--- src/rtl/mainfsm.sv ---
// Multicycle RISC-V main control FSM: steps the shared datapath through
// fetch/decode/execute/writeback and drives every select and write strobe.
module mainfsm (
  input  logic       clk,
  input  logic       reset,
  input  logic [6:0] op,
  input  logic       MemReady,
  output logic       PCUpdate,
  output logic       Branch,
  output logic       IRWrite,
  output logic       RegWrite,
  output logic       MemWrite,
  output logic       AdrSrc,
  output logic [1:0] ALUSrcA,
  output logic [1:0] ALUSrcB,
  output logic [1:0] ResultSrc,
  output logic [1:0] ALUOp,
  output logic       Illegal,
  output logic [3:0] State
);

  localparam logic [6:0] OP_LW   = 7'b0000011;
  localparam logic [6:0] OP_SW   = 7'b0100011;
  localparam logic [6:0] OP_R    = 7'b0110011;
  localparam logic [6:0] OP_I    = 7'b0010011;
  localparam logic [6:0] OP_JAL  = 7'b1101111;
  localparam logic [6:0] OP_BEQ  = 7'b1100011;

  typedef enum logic [3:0] {
    FETCH    = 4'd0,
    DECODE   = 4'd1,
    MEMADR   = 4'd2,
    MEMREAD  = 4'd3,
    MEMWB    = 4'd4,
    MEMWRITE = 4'd5,
    EXECUTER = 4'd6,
    ALUWB    = 4'd7,
    EXECUTEI = 4'd8,
    JAL      = 4'd9,
    BEQ      = 4'd10
  } state_t;

  state_t state;

  always_ff @(posedge clk) begin
    if (!reset) begin
      state <= FETCH;
    end else begin
      case (state)
        FETCH:    state <= MemReady ? DECODE : FETCH;
        DECODE: begin
          case (op)
            OP_LW, OP_SW: state <= MEMADR;
            OP_R:         state <= EXECUTER;
            OP_I:         state <= EXECUTEI;
            OP_JAL:       state <= JAL;
            OP_BEQ:       state <= BEQ;
            default:      state <= FETCH;
          endcase
        end
        MEMADR: begin
          if (op == OP_LW)      state <= MEMREAD;
          else if (op == OP_SW) state <= MEMWRITE;
          else                  state <= FETCH;
        end
        MEMREAD:  state <= MemReady ? MEMWB : MEMREAD;
        MEMWRITE: state <= MemReady ? FETCH : MEMWRITE;
        EXECUTER: state <= ALUWB;
        EXECUTEI: state <= ALUWB;
        JAL:      state <= ALUWB;
        default:  state <= FETCH;
      endcase
    end
  end

  // Strobes are qualified by reset combinationally so nothing is written
  // during the reset cycle even though the state register still holds the
  // pre-reset state on that cycle.
  always_comb begin
    PCUpdate  = 1'b0;
    Branch    = 1'b0;
    IRWrite   = 1'b0;
    RegWrite  = 1'b0;
    MemWrite  = 1'b0;
    Illegal   = 1'b0;
    AdrSrc    = 1'b0;
    ALUSrcA   = 2'b00;
    ALUSrcB   = 2'b00;
    ResultSrc = 2'b00;
    ALUOp     = 2'b00;
    case (state)
      FETCH: begin
        ALUSrcB   = 2'b10;
        ResultSrc = 2'b10;
        IRWrite   = MemReady & reset;
        PCUpdate  = MemReady & reset;
      end
      DECODE: begin
        ALUSrcA = 2'b01;
        ALUSrcB = 2'b01;
        case (op)
          OP_LW, OP_SW, OP_R, OP_I, OP_JAL, OP_BEQ: Illegal = 1'b0;
          default:                                  Illegal = reset;
        endcase
      end
      MEMADR: begin
        ALUSrcA = 2'b10;
        ALUSrcB = 2'b01;
      end
      MEMREAD:  AdrSrc = 1'b1;
      MEMWB: begin
        ResultSrc = 2'b01;
        RegWrite  = reset;
      end
      MEMWRITE: begin
        AdrSrc   = 1'b1;
        MemWrite = MemReady & reset;
      end
      EXECUTER: begin
        ALUSrcA = 2'b10;
        ALUOp   = 2'b10;
      end
      EXECUTEI: begin
        ALUSrcA = 2'b10;
        ALUSrcB = 2'b01;
        ALUOp   = 2'b10;
      end
      JAL: begin
        ALUSrcA  = 2'b01;
        ALUSrcB  = 2'b10;
        PCUpdate = reset;
      end
      ALUWB:    RegWrite = reset;
      BEQ: begin
        ALUSrcA = 2'b10;
        ALUOp   = 2'b01;
        Branch  = reset;
      end
      default: ;
    endcase
  end

  assign State = state;

endmodule

--- config.mk ---
export PLATFORM = sky130hd
export DESIGN_NAME = mainfsm
export DESIGN_NICKNAME = d
export VERILOG_FILES = /design/src/rtl/mainfsm.sv
export SDC_FILE = /design/constraint.sdc
export NUM_CORES = 1
export LEC_CHECK = 0
export CAP_MARGIN = 5
export CORE_MARGIN = 1.5
export CORE_UTILIZATION = 35
export CTS_BUF_LIST = sky130_fd_sc_hd__clkbuf_8 sky130_fd_sc_hd__clkbuf_16
export DETAILED_ROUTE_END_ITERATION = 7
export GPL_TIMING_DRIVEN = 0
export PLACE_DENSITY = 0.75
export SLEW_MARGIN = 25
export SYNTH_ARGS = -nofsm -noshare
export SYNTH_HDL_FRONTEND = slang
export SYNTH_SLANG_ARGS = --single-unit
--- constraint.sdc ---
create_clock -name clk -period 2.1 [get_ports clk]
set_input_delay 0.42 -clock clk [delete_from_list [all_inputs] [get_ports clk]]
set_output_delay 0.42 -clock clk [all_outputs]
set_load 0.05 [all_outputs]
## After elaboration in Yosys (flattened, before gate mapping)

Cells that the tools add are included.

- Eq/ne operators: 16
- Bitwise logic cells: 1
- Mux-type cells: 19
- Reductions and logical operators: 11

Operators with widths:

| kind | number |
|---|---|
| $pmux W4 S6 | 1 |
| $pmux W4 S5 | 1 |
| $eq A4 B3 Y1 const B | 4 |
| $pmux W2 S2 | 4 |
| $eq A7 B6 Y1 const B | 2 |
| $eq A7 B7 Y1 const B | 2 |
| $eq A4 B4 Y1 const B | 3 |
| $mux W3 | 4 |
| $reduce_or A2 Y1 | 6 |
| $eq A4 B2 Y1 const B | 2 |
| $mux W1 | 8 |
| $eq A7 B2 Y1 const B | 1 |
| $eq A7 B5 Y1 const B | 1 |
| $reduce_or A3 Y1 | 2 |
| $reduce_or A6 Y1 | 1 |
| $eq A4 B1 Y1 const B | 1 |
| $logic_not A4 Y1 | 1 |
| $reduce_or A4 Y1 | 1 |
| $pmux W1 S2 | 1 |
| $and A1 B1 Y1 | 1 |

- Input port bits: 10
- Word-level logic and storage cells: 48
- Register bits: 4
- Output and inout port bits: 19

## Logic depth before layout (Yosys ltp)

Gate-level depths: netlist (run 1).

- Depth in word-level cells: 4
- Depth in mapped cells: 6
- Mapped depth without buffers: 4

## Worst setup path after synthesis (run 1)

No wires, ideal clock.

- Path type: flip-flop to output port
- Start point: register state[3] (netlist: State[3])
- End point: output IRWrite
- Path buffers: 2
- Setup slack: -1347 ps
- Required time: 1680 ps
- Arrival time: 3027 ps
- Stages on the path, launching flop included: 5
- Path through: dfxtp_1 > buf_6 > clkbuf_1 > nor4_1 > and3_1

- Word-level cells in the longest chain between the ends: 2

Ends and longest elaborated chain:

| what | RTL line | RTL |
|---|---|---|
| start: declaration | 43 | `state_t state;` |
| start signal: assignment | 50 | `FETCH: state <= MemReady ? DECODE : FETCH;` |
| start signal: assignment | 66 | `MEMREAD: state <= MemReady ? MEMWB : MEMREAD;` |
| start signal: assignment | 67 | `MEMWRITE: state <= MemReady ? FETCH : MEMWRITE;` |
| $logic_not A4 Y1 | 91 | `case (state)` |
| $mux W1 | 91 |  |
| end: declaration | 10 | `output logic IRWrite,` |

Every way passes these cells.

## Worst setup path in the final report (run 1)

- Start point: register state[1] (netlist: State[1])
- End point: output Illegal

- Word-level cells in the longest chain between the ends: 2

Ends and longest elaborated chain:

| what | RTL line | RTL |
|---|---|---|
| $eq A4 B1 Y1 | 91 |  |
| $mux W1 | 91 |  |
| end: declaration | 18 | `output logic Illegal,` |

Every way passes these cells.

==> results of run 1 <==
cell usage after synthesis:
| cell | count | area, µm² |
|---|---|---|
| nor2_1 | 11 | 41.3 |
| a21oi_1 | 10 | 50.1 |
| nand2_1 | 7 | 26.3 |
| nand2b_1 | 5 | 31.3 |
| buf_2 | 4 | 20.0 |
| dfxtp_1 | 4 | 80.1 |
| nor3_1 | 4 | 20.0 |
| clkbuf_1 | 3 | 11.3 |
| or2_1 | 3 | 18.8 |
| xnor2_1 | 3 | 26.3 |
| a31oi_1 | 2 | 12.5 |
| nand3b_1 | 2 | 15.0 |
| nor2b_1 | 2 | 12.5 |
| nor4_1 | 2 | 12.5 |
| nor4_2 | 2 | 25.0 |
| nor4bb_1 | 2 | 20.0 |
| o21ai_1 | 2 | 10.0 |
| or3b_1 | 2 | 17.5 |
| a211oi_1 | 1 | 7.51 |
| a211oi_2 | 1 | 12.5 |
| a311o_1 | 1 | 10.0 |
| a41oi_2 | 1 | 16.3 |
| and3_1 | 1 | 6.26 |
| and4_1 | 1 | 8.76 |
| buf_6 | 1 | 11.3 |
| inv_1 | 1 | 3.75 |
| mux2_2 | 1 | 11.3 |
| nand3_1 | 1 | 5.00 |
| nand4_1 | 1 | 6.26 |
| nand4b_1 | 1 | 8.76 |
| nand4bb_1 | 1 | 11.3 |
| nor3b_1 | 1 | 7.51 |
| o21bai_1 | 1 | 7.51 |
| o22ai_1 | 1 | 6.26 |
| or4b_4 | 1 | 13.8 |
| xor2_1 | 1 | 8.76 |
power breakdown:
group,switching (µW),internal [µW]
combinational,121,75.8
sequential,1.95,78.1
clock,47.4,125
layout make-up:
class                           count  area (µm²)  area share
Buffer                              7        73.8      0.0648
Timing Repair Buffer               30         282       0.247
Clock buffer                        3        41.3      0.0362
Sequential cell                     4        87.6      0.0768
Tap cell                           16        20.0      0.0176
Inverter                            1        3.75     0.00329
Clock inverter                      1        3.75     0.00329
Multi-Input combinational cell     75         628       0.551
per-stage QoR:
stage | area, µm² | setup TNS [ns]
3_5_place_dp | 1060 | -4.93
4_1_cts | 1100 | -0.138
2_1_floorplan | 761 | -0.136
6_report | 1140 | -0.0142
3_3_place_gp | 1060 | -4.68
5_1_grt | 1140 | -0.0817
critical path, stage by stage (launching register included):
cell and delay [ns]:
dfxtp_2 0.32, or4b_4 0.54, or2_4 0.26, a211oi_4 0.16, buf_6 0.18
worst max-delay path by stage:
stage,startpoint,slack (ns),cells past startpoint,to
2_1_floorplan,State[3],-0.07,4,IRWrite
3_3_place_gp,MemReady,-0.73,5,PCUpdate
3_5_place_dp,MemReady,-0.79,5,PCUpdate
4_1_cts,State[3],-0.11,4,Illegal
5_1_grt,op[2],-0.07,4,Illegal
6_report,State[1],-0.01,4,Illegal
cell families after synthesis:
kind of cell    Yosys count
simple gates             50
buf+inv                   9
flops                     4
compound gates           20
mux                       1
xor+xnor                  4
what timing repair did:
action / CTS / global route
pin swaps: 3 / 3
buffers inserted: 2 / 0
gates resized for setup: 58 / 17
endpoints found under the hold margin: 0 / 0
setup endpoints to repair: 15 / 9
per-layer routing:
metal | up-vias | wire length (µm)
met2 | 23 | 1050
met4 | 0 | 40
met5 | - | 0
met1 | 387 | 980
li1 | 391 | -
met3 | 4 | 55
==> impl_metrics.tcl, run 1 <==
set metrics [dict create \
    setup_viol 1 \
    grt_pass1_wl_um 3220 \
    timing.rr.end "State[1]" \
    power_density_nw_per_um2 394 \
    yosysSeqAreaShare 0.131 \
    use_met1 0.286 \
    use_met3 0.0240 \
    htreeDepth 1 \
    hp-start "op[5]" \
    hold_end "State[2]" \
    synth_adder_area_share 0 \
    core.rowCount 14 \
    place_ws_ns -0.791 \
    place_congestion 0.877 \
    yosys_warnings 0 \
    critPathLaunchType "flip-flop" \
    cp_max_fo 4 \
    crit_arrival_ns 1.69 \
    clockBufferDepth 2 \
    violations "setup timing" \
    hold_path_class "input port to flip-flop" \
    synth_top_family_by_area "simple AND/OR/NAND/NOR gates" \
    gr-total-overflow 0 \
    core_area_um2 1580 \
    rsz0062_at_grt "yes" \
    worst-r2r-cell-count 5 \
    routed_wl_um 2120 \
    via_count 805 \
    grt_use_met2 0.365 \
    synthDistinctLibCells 36 \
    final_cell_mix "nor2_1 (9), clkdlybuf4s50_1 (9), a21oi_1 (8)" \
    fillers 135 \
    fmax_ghz 0.473 \
    synth.avg_cell_area_um2 6.97 \
    cts-root-buf "clkbuf_8" \
    status "finished with violations" \
    synthXorXnorAreaFrac 0.0571 \
    hpwl_um 1470 \
    finalClockSkew_ns 0.000482 \
    synthMuxAreaShare 0.0184 \
    post-route-util 0.723 \
    yosys.area_share.simple 0.502 \
    finalHoldViolCount 0 \
    initial_utilization 0.389 \
    synth_nets 98 \
    min_period_over_period 1.01 \
    whs_path_depth 3 \
    max_cap_viol_count 0 \
    cts_sinks 4 \
    grt_use_total 0.218 \
    grt_antenna_before_repair 0 \
    hold_buffers 0 \
    grt_max_degree 11 \
    path_class "flip-flop to output port" \
    final_cells 137 \
    p_leak_uw 0.000448 \
    worstSkewPairLatency_ns 0.22 \
    tightest_slew_ns 0.491 \
    required_ns 1.68 \
    tritoncts "yes" \
    ys_ff_latch 4 \
    post_synth_instance_area_um2 613 \
    vias_per_cell 5.88 \
    first_global_vias 733 \
    die_y_um 44.9 \
    drive_gt1_frac 0.430 \
    ant_nets 0 \
    cts_buffers 3 \
    drt-wirelength-per-cell_um 15.5 \
    period_needed_ns 2.11 \
    total_power_uw 449 \
    maxSlewViolCount 0 \
    ff2ff_setup_slack_ns 0.54 \
    hold_ws_ns 0.579 \
    drtPass1Iterations 4 \
    dieArea_um2 2010 \
    synth-compound-area-share 0.216 \
    io_pins 29 \
    r2r-start "State[1]" \
    drtIter0Drc 27 \
    syn_inst 88 \
    n_antenna_cell 0 \
    io_buffers 28 \
    die_x_um 44.9 \
    drc_errors 0 \
    largest_register_ffs 4 \
    ir_drop_uv 200 \
    grt_busiest_layer "met2" \
    cp-end-kind "output port" \
    max_slew_margin 0.672 \
    nNetsFinal 132 \
    area_delta_synth_final_pct 85.9 \
    cts.clk_slew.worst_paths_ns 0.03 \
    layout_setup_ws_ns -0.0142 \
    dp.cells 132 \
]
(Power assumes the default switching activity.)
==> run 2, diff against run 1 <==
--- a/config.mk
+++ b/config.mk
@@ -5,13 +5,12 @@
 export SDC_FILE = /design/constraint.sdc
 export NUM_CORES = 1
 export LEC_CHECK = 0
-export CAP_MARGIN = 5
 export CORE_MARGIN = 1.5
 export CORE_UTILIZATION = 35
 export CTS_BUF_LIST = sky130_fd_sc_hd__clkbuf_8 sky130_fd_sc_hd__clkbuf_16
 export DETAILED_ROUTE_END_ITERATION = 7
 export GPL_TIMING_DRIVEN = 0
-export PLACE_DENSITY = 0.75
+export PLACE_DENSITY = 0.78
 export SLEW_MARGIN = 25
 export SYNTH_ARGS = -nofsm -noshare
 export SYNTH_HDL_FRONTEND = slang
==> constraint.sdc (replaced) <==
create_clock -name clk -period 1.73 [get_ports clk]
set_input_delay 0.346 -clock clk [delete_from_list [all_inputs] [get_ports clk]]
set_output_delay 0.346 -clock clk [all_outputs]
set_load 0.05 [all_outputs]
==> run 2 against run 1 <==
Effect of this change: the run still ends with setup timing left; flip-flop and latch count did not move; combinational power increased by 33%; clock power rose by 10%; non-clock buffer count rose by 1; critical path type unchanged; critical endpoint unchanged; largest cell class unchanged; largest power group unchanged.
==> impl_metrics.tcl, run 2 (synthesized netlist as in run 1, its figures left out) <==
set metrics [dict create \
    status "finished with violations" \
    drive_gt1_frac 0.512 \
    drtIter0Drc 18 \
    ir_drop_uv 423 \
    htreeDepth 1 \
    min_period_over_period 1.23 \
    maxSlewViolCount 0 \
    finalHoldViolCount 0 \
    p_leak_uw 0.000504 \
    setup_viol 7 \
    gr-total-overflow 0 \
    post-route-util 0.790 \
    hp-start "State[3]" \
    rsz0062_at_grt "yes" \
    final_cell_mix "clkdlybuf4s50_1 (9), buf_6 (8), nand2_1 (7), a21oi_1 (7)" \
    grt_pass1_wl_um 3130 \
    drt-wirelength-per-cell_um 14.2 \
    dieArea_um2 2010 \
    required_ns 1.38 \
    drtPass1Iterations 4 \
    place_ws_ns -0.947 \
    dp.cells 132 \
    final_common_cell "clkdlybuf4s50_1" \
    place_congestion 0.760 \
    routed_wl_um 1950 \
    drc_errors 0 \
    area_delta_synth_final_pct 103 \
    largest_register_ffs 4 \
    initial_utilization 0.389 \
    core_area_um2 1580 \
    cts_buffers 3 \
    core.rowCount 14 \
    io_buffers 28 \
    layout_setup_ws_ns -0.397 \
    violations "setup timing" \
    cp-end-kind "output port" \
    vias_per_cell 5.82 \
    tightest_slew_ns 0.620 \
    path_class "flip-flop to output port" \
    crit_arrival_ns 1.78 \
    ff2ff_setup_slack_ns 0.21 \
    first_global_vias 719 \
    hpwl_um 1410 \
    crit_end "Illegal" \
    ant_nets 0 \
    period_needed_ns 2.13 \
    via_count 798 \
    finalClockSkew_ns 0.000792 \
    nNetsFinal 133 \
    startpoint "State[3]" \
    cts_sinks 4 \
    critPathLaunchType "flip-flop" \
    n_antenna_cell 0 \
    die_y_um 44.9 \
    die_x_um 44.9 \
    cts-root-buf "clkbuf_8" \
    max_cap_viol_count 0 \
    final_cells 137 \
    hold_path_class "flip-flop to flip-flop" \
    fmax_ghz 0.470 \
    worstSkewPairLatency_ns 0.21 \
    io_pins 29 \
    cts.clk_slew.worst_paths_ns 0.03 \
    max_slew_margin 0.583 \
    clockBufferDepth 2 \
    grt_use_total 0.204 \
    power_density_nw_per_um2 439 \
    r2r-start "State[3]" \
    hold_ws_ns 0.705 \
    worst-r2r-cell-count 5 \
    timing.rr.end "State[1]" \
    grt_max_degree 11 \
    grt_antenna_before_repair 0 \
    cp_max_fo 9 \
    tritoncts "yes" \
]
[run 2: worst min-delay path by stage]
stage	endpoint	slack [ns]	cells past startpoint
after global placement	State[3]	0.69	3
after floorplan	State[2]	0.51	2
final	State[2]	0.70	3
after global routing	State[3]	0.73	3
after CTS	State[1]	0.70	3
after detailed placement	State[3]	0.69	3
[run 2: power breakdown]
| group | leakage [µW] | total [µW] | internal [µW] | switching [µW] |
|---|---|---|---|---|
| Sequential | 0.0000355 | 95.3 | 91.9 | 3.49 |
| Clock | 0.0000216 | 191 | 148 | 43.5 |
| Combinational | 0.000446 | 260 | 111 | 149 |
| Total | 0.000504 | 547 | 351 | 196 |
[run 2: critical path, stage by stage, from the launching register on]
cell      delay [ns]
dfxtp_4         0.33
buf_6           0.13
or4b_4          0.51
or2_4           0.26
a211oi_4        0.16
buf_6           0.18
[run 2: timing repair]
action	4_1_cts	5_1_grt
buffers inserted	1	1
endpoints found under the setup margin	16	15
pin swaps	3	3
resized for setup	107	6
hold buffers	0	0
[run 2: routing by layer]
layer,part of all wire,global-route usage
met5,0,0
met1,0.46,0.283
met3,0.042,0.0240
met4,0.012,0.0471
met2,0.48,0.339
[run 2: final cells by class]
cell class / count / area (µm²)
multi-input combinational: 75 / 672
fill: 109 / 330
timing repair buffer: 30 / 283
buffer: 8 / 131
sequential: 4 / 95.1
clock buffer: 3 / 41.3
tap: 16 / 20.0
inverter: 1 / 3.75
[run 2: stage by stage]
stage          power (µW)  setup TNS [ns]  cell area (µm²)
2_1_floorplan         266           -1.03              842
3_3_place_gp          339           -8.69             1140
3_5_place_dp          341           -8.80             1140
4_1_cts               543          -0.847             1220
5_1_grt               568           -1.32             1250
6_report              547          -0.789             1250
==> run 3, diff against run 2 <==
--- a/config.mk
+++ b/config.mk
@@ -6,11 +6,11 @@
 export NUM_CORES = 1
 export LEC_CHECK = 0
 export CORE_MARGIN = 1.5
-export CORE_UTILIZATION = 35
+export CORE_UTILIZATION = 36
 export CTS_BUF_LIST = sky130_fd_sc_hd__clkbuf_8 sky130_fd_sc_hd__clkbuf_16
 export DETAILED_ROUTE_END_ITERATION = 7
 export GPL_TIMING_DRIVEN = 0
-export PLACE_DENSITY = 0.78
+export PLACE_DENSITY = 0.8
 export SLEW_MARGIN = 25
 export SYNTH_ARGS = -nofsm -noshare
 export SYNTH_HDL_FRONTEND = slang
==> constraint.sdc (replaced) <==
create_clock -name clk -period 1.73 [get_ports clk]
set_input_delay 0.346 -clock clk [delete_from_list [all_inputs] [get_ports clk]]
set_output_delay 0.346 -clock clk [all_outputs]
set_load 0.02 [all_outputs]
==> run 3 against run 2 <==
Effect of this change: the flow still finishes with violations (setup timing); core utilization is 0.90 points higher; cell count grew 8.8%; via count rose by 13%; clock skew increased by 0.0013 ns; register-to-register slack worse by 0.07 ns; maximum frequency rose by 6.7%; sequential share of layout area decreased by 0.32 points; global-route usage increased by 5.6 points; non-clock buffer count rose by 12; final area shrank 1.1%; die area shrank 2.6%; critical path type unchanged; critical endpoint unchanged.
==> impl_metrics.tcl, run 3 (synthesized netlist as in run 1, its figures left out) <==
set metrics [dict create \
    violations "setup timing" \
    fmax_ghz 0.502 \
    core_area_um2 1540 \
    rsz0062_at_grt "yes" \
    crit_arrival_ns 1.65 \
    place_congestion 0.893 \
    cp_slowest_cell "or4b_4" \
    die_x_um 44.3 \
    p_sw_uw 168 \
    tightest_slew_ns 0.342 \
    maxSlewViolCount 0 \
    routed_wl_um 2630 \
    clockBufferDepth 2 \
    required_ns 1.38 \
    post-route-util 0.800 \
    via_count 900 \
    critPathLaunchType "flip-flop" \
    cts-root-buf "clkbuf_8" \
    drc_errors 0 \
    drive_gt1_frac 0.474 \
    hpwl_um 1460 \
    cts.clk_slew.worst_paths_ns 0.03 \
    setup_viol 4 \
    vias_per_cell 6.04 \
    die_y_um 44.3 \
    power_frac_comb 0.425 \
    min_period_over_period 1.15 \
    drtPass1Iterations 6 \
    power_density_nw_per_um2 425 \
    crit_chain "or4b_4, or2_4, a211oi_4, buf_6" \
    initial_utilization 0.398 \
    max_slew_margin 0.770 \
    startpoint "State[1]" \
    power.internal_uw 355 \
    dieArea_um2 1960 \
    max_cap_viol_count 0 \
    seqPwrFrac 0.186 \
    n_antenna_cell 0 \
    first_global_vias 790 \
    drt-wirelength-per-cell_um 17.7 \
    htreeDepth 1 \
    r2r-start "State[1]" \
    fillers 92 \
    cts_sinks 4 \
    drtIter0Drc 40 \
    grt_use_total 0.259 \
    final_common_cell "buf_4" \
    ant_nets 0 \
    io_buffers 28 \
    tritoncts "yes" \
    switching_share 0.321 \
    finalHoldViolCount 0 \
    largest_register_ffs 4 \
    nNetsFinal 145 \
    p_clk_frac 0.388 \
    status "finished with violations" \
    ir_drop_uv 244 \
    cts_buffers 3 \
    path_class "flip-flop to output port" \
    hp-start "op[0]" \
    fin_setup_tns_ns -0.507 \
    period_needed_ns 1.99 \
    cp_max_fo 4 \
    core.rowCount 14 \
    layout_setup_ws_ns -0.263 \
    p_leak_uw 0.000522 \
    finalClockSkew_ns 0.00206 \
    hold_path_class "input port to flip-flop" \
    grt_max_degree 11 \
    io_pins 29 \
    gr-total-overflow 0 \
    final_cell_mix "buf_4 (16), nor2_1 (10), clkdlybuf4s50_1 (9)" \
    crit_path_max_incr_delay_ns 0.54 \
    cp-end-kind "output port" \
    grt_antenna_before_repair 0 \
    area_delta_synth_final_pct 101 \
    hold_ws_ns 0.714 \
    worstSkewPairLatency_ns 0.22 \
    grt_pass1_wl_um 3800 \
]
run 3: path summary, 6_finish.rpt:
path              end  slack, ns  depth (start not counted)
max reg2reg  State[0]       0.14                          5
max           Illegal      -0.26                          4
min reg2reg  State[2]       0.76                          3
min          State[3]       0.71                          4
run 3: critical path, delay by kind of cell, from the launching register on:
family | cells | cell delay, ns
and+or+nand+nor | 2 | 0.80
DFF | 1 | 0.32
AOI/OAI and AO/OA | 1 | 0.16
buffers and inverters | 1 | 0.14
run 3: metal layers:
layer | up-vias | track usage | share of wire
met5 | - | 0 | 0
met2 | 38 | 0.465 | 0.53
met4 | 0 | 0.109 | 0.034
li1 | 416 | - | -
met1 | 435 | 0.315 | 0.39
met3 | 11 | 0.0204 | 0.053
run 3: what timing repair did:
item,4_1_cts,5_1_grt
pin swaps,4,8
endpoints found under the setup margin,16,13
setup buffers,6,9
gates resized for setup,85,21
hold buffers,0,0
run 3: area by class of cell:
type,count,area (µm²),share of cell area
repair buffers,43,368,0.298
flip-flops and latches,4,90.1,0.0731
inverters,1,3.75,0.00305
multi-input cells,75,602,0.488
plain buffers,7,108,0.0873
well taps,16,20.0,0.0162
clock buffers,3,41.3,0.0335
run 3: power by group through the flow:
stage | clock [µW] | sequential (µW) | combinational (µW)
2_1_floorplan | 0 | 103 | 98.6
3_3_place_gp | 0 | 99.5 | 175
3_5_place_dp | 0 | 99.7 | 177
4_1_cts | 197 | 97.5 | 190
5_1_grt | 208 | 98.0 | 235
6_report | 203 | 97.6 | 223
run 3: per-stage QoR:
step / cells / power (µW) / cell area, µm² / worst slack (ns)
5_1_grt: 149 / 541 / 1230 / -0.296
3_3_place_gp: 132 / 274 / 980 / -0.745
3_5_place_dp: 132 / 277 / 980 / -0.729
2_1_floorplan: 88 / 202 / 679 / -0.141
6_report: 149 / 524 / 1230 / -0.263
4_1_cts: 140 / 484 / 1120 / -0.273
